==> config.mk <==
export PLATFORM = sky130hd
export DESIGN_NAME = uart_lsu_ctrl
export DESIGN_NICKNAME = d
export VERILOG_FILES = /design/src/rtl/uart_lsu_ctrl.sv
export SDC_FILE = /design/constraint.sdc
export NUM_CORES = 1
export LEC_CHECK = 0
export CORE_MARGIN = 1
export CORE_UTILIZATION = 44
export DETAILED_ROUTE_END_ITERATION = 10
export PLACE_DENSITY_LB_ADDON = 0.12
export SLEW_MARGIN = 20
export SYNTH_ARGS = -nofsm -noshare
export SYNTH_HDL_FRONTEND = slang
export SYNTH_SLANG_ARGS = --single-unit
==> constraint.sdc <==
create_clock -name clk_i -period 1.7 [get_ports clk_i]
set_input_delay 0.425 -clock clk_i [delete_from_list [all_inputs] [get_ports clk_i]]
set_output_delay 0.425 -clock clk_i [all_outputs]
set_load 0.03 [all_outputs]
==> src/rtl/uart_lsu_ctrl.sv <==
// uart_lsu_ctrl: LSU-mapped UART front end with TX FIFO, TX handshake FSM and RX holding register.
// Rev 1.0
`default_nettype none

module uart_lsu_ctrl #(
  parameter int TX_DEPTH = 4
) (
  input  logic        clk_i,
  input  logic        rst_ni,
  input  logic        lsu_req_i,
  input  logic        lsu_we_i,
  input  logic [1:0]  lsu_addr_i,
  input  logic [7:0]  lsu_wdata_i,
  output logic [31:0] lsu_rdata_o,
  output logic        lsu_ack_o,
  output logic        pipe_en_o,
  output logic [7:0]  tx_data_o,
  output logic        tx_start_o,
  input  logic        tx_busy_i,
  input  logic        tx_done_i,
  input  logic [7:0]  rx_data_i,
  input  logic        rx_done_i,
  output logic        Ff_o,
  output logic        Fe_o,
  output logic        Rxff_o
);

  localparam int AW = $clog2(TX_DEPTH);
  localparam int CW = AW + 1;
  localparam logic [1:0] ADDR_TX     = 2'd0;
  localparam logic [1:0] ADDR_RX     = 2'd1;
  localparam logic [1:0] ADDR_STATUS = 2'd2;

  typedef enum logic [1:0] {
    IDLE  = 2'd0,
    START = 2'd1,
    WAIT  = 2'd2
  } state_t;

  state_t          state_q, state_d;
  logic [7:0]      mem_q [TX_DEPTH];
  logic [AW-1:0]   wr_ptr_q, rd_ptr_q;
  logic [CW-1:0]   count_q, count_d;
  logic [7:0]      tx_data_q;
  logic            load_tx;
  logic            rxff_q, rxff_d, ovr_q, ovr_d;
  logic [7:0]      rx_buf_q, rx_buf_d;
  logic [31:0]     rdata_q, rdata_d;
  logic            ack_q;

  logic full, empty, tx_store, stall, accept, push, pop, rd_rx, rd_st;

  assign full     = (count_q == CW'(TX_DEPTH));
  assign empty    = (count_q == '0);
  assign tx_store = lsu_req_i & lsu_we_i & (lsu_addr_i == ADDR_TX);
  // A full FIFO is judged on registered count only, so a same-cycle pop never admits the push.
  assign stall    = tx_store & full;
  assign accept   = lsu_req_i & ~stall;
  assign push     = tx_store & ~full;
  assign pop      = (state_q == START);
  assign rd_rx    = lsu_req_i & ~lsu_we_i & (lsu_addr_i == ADDR_RX);
  assign rd_st    = lsu_req_i & ~lsu_we_i & (lsu_addr_i == ADDR_STATUS);

  always_comb begin
    state_d = state_q;
    load_tx = 1'b0;
    case (state_q)
      IDLE: begin
        if (!empty && !tx_busy_i) begin
          state_d = START;
          load_tx = 1'b1;
        end
      end
      START:   state_d = WAIT;
      WAIT:    if (tx_done_i) state_d = IDLE;
      default: state_d = IDLE;
    endcase
  end

  always_comb begin
    count_d = count_q;
    case ({push, pop})
      2'b10:   count_d = count_q + CW'(1);
      2'b01:   count_d = count_q - CW'(1);
      default: count_d = count_q;
    endcase
  end

  // Overrun wins over the STATUS clear; a clearing RXDATA read makes room for a coincident byte.
  always_comb begin
    rxff_d   = rxff_q;
    ovr_d    = ovr_q;
    rx_buf_d = rx_buf_q;
    if (rd_st) ovr_d = 1'b0;
    if (rd_rx) rxff_d = 1'b0;
    if (rx_done_i) begin
      if (!rxff_q || rd_rx) begin
        rx_buf_d = rx_data_i;
        rxff_d   = 1'b1;
      end else begin
        ovr_d = 1'b1;
      end
    end
  end

  always_comb begin
    rdata_d = '0;
    if (accept && !lsu_we_i) begin
      case (lsu_addr_i)
        ADDR_RX:     rdata_d = rxff_q ? {24'b0, rx_buf_q} : 32'b0;
        ADDR_STATUS: rdata_d = {28'b0, ovr_q, rxff_q, full, empty};
        default:     rdata_d = '0;
      endcase
    end
  end

  always_ff @(posedge clk_i) begin
    if (push) mem_q[wr_ptr_q] <= lsu_wdata_i;
  end

  always_ff @(posedge clk_i or negedge rst_ni) begin
    if (!rst_ni) begin
      state_q   <= IDLE;
      wr_ptr_q  <= '0;
      rd_ptr_q  <= '0;
      count_q   <= '0;
      tx_data_q <= '0;
      rxff_q    <= 1'b0;
      ovr_q     <= 1'b0;
      rx_buf_q  <= '0;
      rdata_q   <= '0;
      ack_q     <= 1'b0;
    end else begin
      state_q  <= state_d;
      count_q  <= count_d;
      rxff_q   <= rxff_d;
      ovr_q    <= ovr_d;
      rx_buf_q <= rx_buf_d;
      rdata_q  <= rdata_d;
      ack_q    <= accept;
      if (push)    wr_ptr_q  <= wr_ptr_q + AW'(1);
      if (pop)     rd_ptr_q  <= rd_ptr_q + AW'(1);
      if (load_tx) tx_data_q <= mem_q[rd_ptr_q];
    end
  end

  assign lsu_rdata_o = rdata_q;
  assign lsu_ack_o   = ack_q;
  assign pipe_en_o   = ~stall;
  assign tx_data_o   = tx_data_q;
  assign tx_start_o  = (state_q == START);
  assign Ff_o        = full;
  assign Fe_o        = empty;
  assign Rxff_o      = rxff_q;

endmodule

`default_nettype wire
==> results.cfg <==
[clocking]
cts_buffer_depth = 2
ctsHoldBuffers = 0
cts_buffers = 9
cts_num_sinks = 68
cts_max_level = 3
cts_tree = built
clk_pin_slew_worst_paths_ps = 80
clock_latency_ps = 340
clock-root-buffer = clkbuf_8

[sta]
hold_violations = 0
fin_setup_tns_ps = -354
fmax_ghz = 0.548
worst_slack_ps = -124
fin_crit_ps = 1820
rsz0062_at_grt = true
clock_skew_ps = 8.56
finalMaxSlewViolations = 0
fin_crit_sh = 1.07
setup_viol = 4

[drt]
drtPass1Iterations = 4
wl_mm = 5.11
wl_met1_mm = 2.22
wl_met3_um = 237
dr.max_layer_used = met4
first_iter_violations = 60
via_count = 1680
wl_met2_mm = 2.59
drtAntennaViolNets = 0
via_per_inst = 4.69
post_drt_wl_per_cell_um = 14.3
remaining_drc_errors = 0

[logic_synthesis]
yosysMostFrequentCell = dfrtp_1
synth.top_cells.by_count = 36 x dfrtp_1, 32 x edfxtp_1, 24 x buf_4
synth_edf_count = 32
syn_area_um2 = 2930
synth_top_area_frac = 0.328
synth_area_leader_cell = edfxtp_1
synth_warnings = 0
syn_avg_cell_area_um2 = 15.9
ys_ff_latch = 68
synth.distinct_cells = 37
ys_top_cells_by_area = edfxtp_1 33%, dfrtp_1 31%, buf_4 6.1%
async_flop_share = 0.529
ys_seq_area_frac = 0.635
syn_inst = 185
synthFlopType = dfrtp_1

[worst_setup_path]
rr_startpoint = count_q[1]
crit_type = reg2out
critPathLaunchType = flip-flop
cp-startpoint = count_q[1]
end_kind = output pin
worstPathMaxFanout = 3
required_ps = 1270
worst-endpoint-arrival_ps = 1400

[floorplanning]
initial_core_util = 0.459
dieArea_um2 = 7000
die_h_um = 83.6
io_pins = 71
core-area_um2 = 6390
rows = 29
die_x_um = 83.6

[grt]
track_usage = 0.161
grt_pass1_vias = 1749
grt_first_pass_wirelength_mm = 8.42
grt_overflow = 0
grt_max_degree = 37
antenna_found_initial = 0

[run_status]
status = finished, violations left
violations = negative setup slack

[placement]
gp_congestion = 0.722
hpwlAfterDp_mm = 3.53
place_inst = 336
port_buffers = 46
place_area_um2 = 3630

[cells_and_area]
area_growth_pct = 33.7
post-route-util = 0.614
final_area_um2 = 3920
instances_no_fill = 358
nets = 310
drive_gt1_frac = 0.342
antenna_cells = 0

[pwr]
ir_worst_vdd_uv = 981
total_leakage_power_nw = 1.74
p_per_area_nw_per_um2 = 1430

[hold_path]
hp-class = in2async

[job]
max_cap_violations = 0
placed cells by master (no fill, tap or decap), types with 2 or more instances in the layout:
cell,synthesis,final
inv_1,11,6
mux4_2,8,8
xnor2_1,4,4
and4_1,2,2
mux2_4,8,8
edfxtp_1,32,32
inv_2,0,5
buf_6,1,8
buf_4,24,33
clkbuf_8,0,10
xor2_1,2,2
ha_4,0,2
clkbuf_1,1,2
and2_1,8,8
dlygate4sd2_1,0,20
clkdlybuf4s50_1,0,20
nand2_1,3,3
dfrtp_1,36,36
mux2_2,8,8
a32oi_1,3,3
ha_1,8,6
conb_1,1,24
nor2_1,5,4
where the power goes:
group / switching [mW] / leakage (nW) / total, mW / internal (mW)
logic: 0.930 / 0.911 / 2.04 / 1.11
clock network: 0.599 / 0.101 / 1.32 / 0.720
registers: 0.228 / 0.725 / 2.25 / 2.02
total: 1.76 / 1.74 / 5.61 / 3.85
sequential cells by signal, indices dropped and copies added, names as in the netlist:
register and cells:
lsu_rdata_o 8, wr_ptr_q 2, count_q 3, lsu_ack_o 1
tx_data_o 8, rx_buf_q 8, state_q 2, rd_ptr_q 2
ovr_q 1, mem_q 32, Rxff_o 1
critical path: stages (launching register included):
cell     delay [ps]
dfrtp_1         410
nor3b_4         280
buf_6           140
nand4_1          90
buf_6           160
routing by layer:
layer,track usage,vias up
met5,0,-
met4,0.0493,0
met3,0.0613,6
met2,0.261,49
met1,0.201,833
li1,-,792
final timing paths:
check | to | slack, ps | cells after the start
min | rx_buf_q[4] | 120 | 2
max in group asynchronous | tx_data_o[4] | 1240 | 2
min reg2reg | lsu_rdata_o[7] | 480 | 1
max reg2reg | count_q[2] | -60 | 9
min in group clk_i | lsu_rdata_o[7] | 480 | 1
max | pipe_en_o | -120 | 4
cell type report:
type	count	area, um^2
fill	510	2460
sequential	68	1860
multi-input combinational	102	976
timing repair buffer	84	751
clock buffer	12	145
tap	77	96.3
clock inverter	4	50.0
inverter	11	41.3
kinds of logic after synthesis:
family,Yosys count,synth area share
multiplexers,26,0.140
AO/OA/AOI/OAI,8,0.0213
other,1,0.00128
XOR/XNOR,6,0.0179
flip-flops,68,0.635
adder cells (fa/ha/maj),9,0.0410
buffers and inverters,38,0.0823
AND/OR/NAND/NOR,29,0.0610
metrics by stage:
step	setup WS, ps	hold slack (ps)	power, mW
final	-124	116	5.61
after global routing	-217	148	5.90
after CTS	-146	136	5.55
after detailed placement	-748	463	4.23
after global placement	-714	461	4.20
after floorplan	-375	129	3.55
repair_timing:
| item | CTS | global route |
|---|---|---|
| buffers inserted | 4 | 2 |
| hold endpoints to repair | 0 | 0 |
| pin swaps | 4 | 4 |
| gates resized for setup | 27 | 12 |
| endpoints found under the setup margin | 64 | 18 |
(Power assumes the default switching activity.)
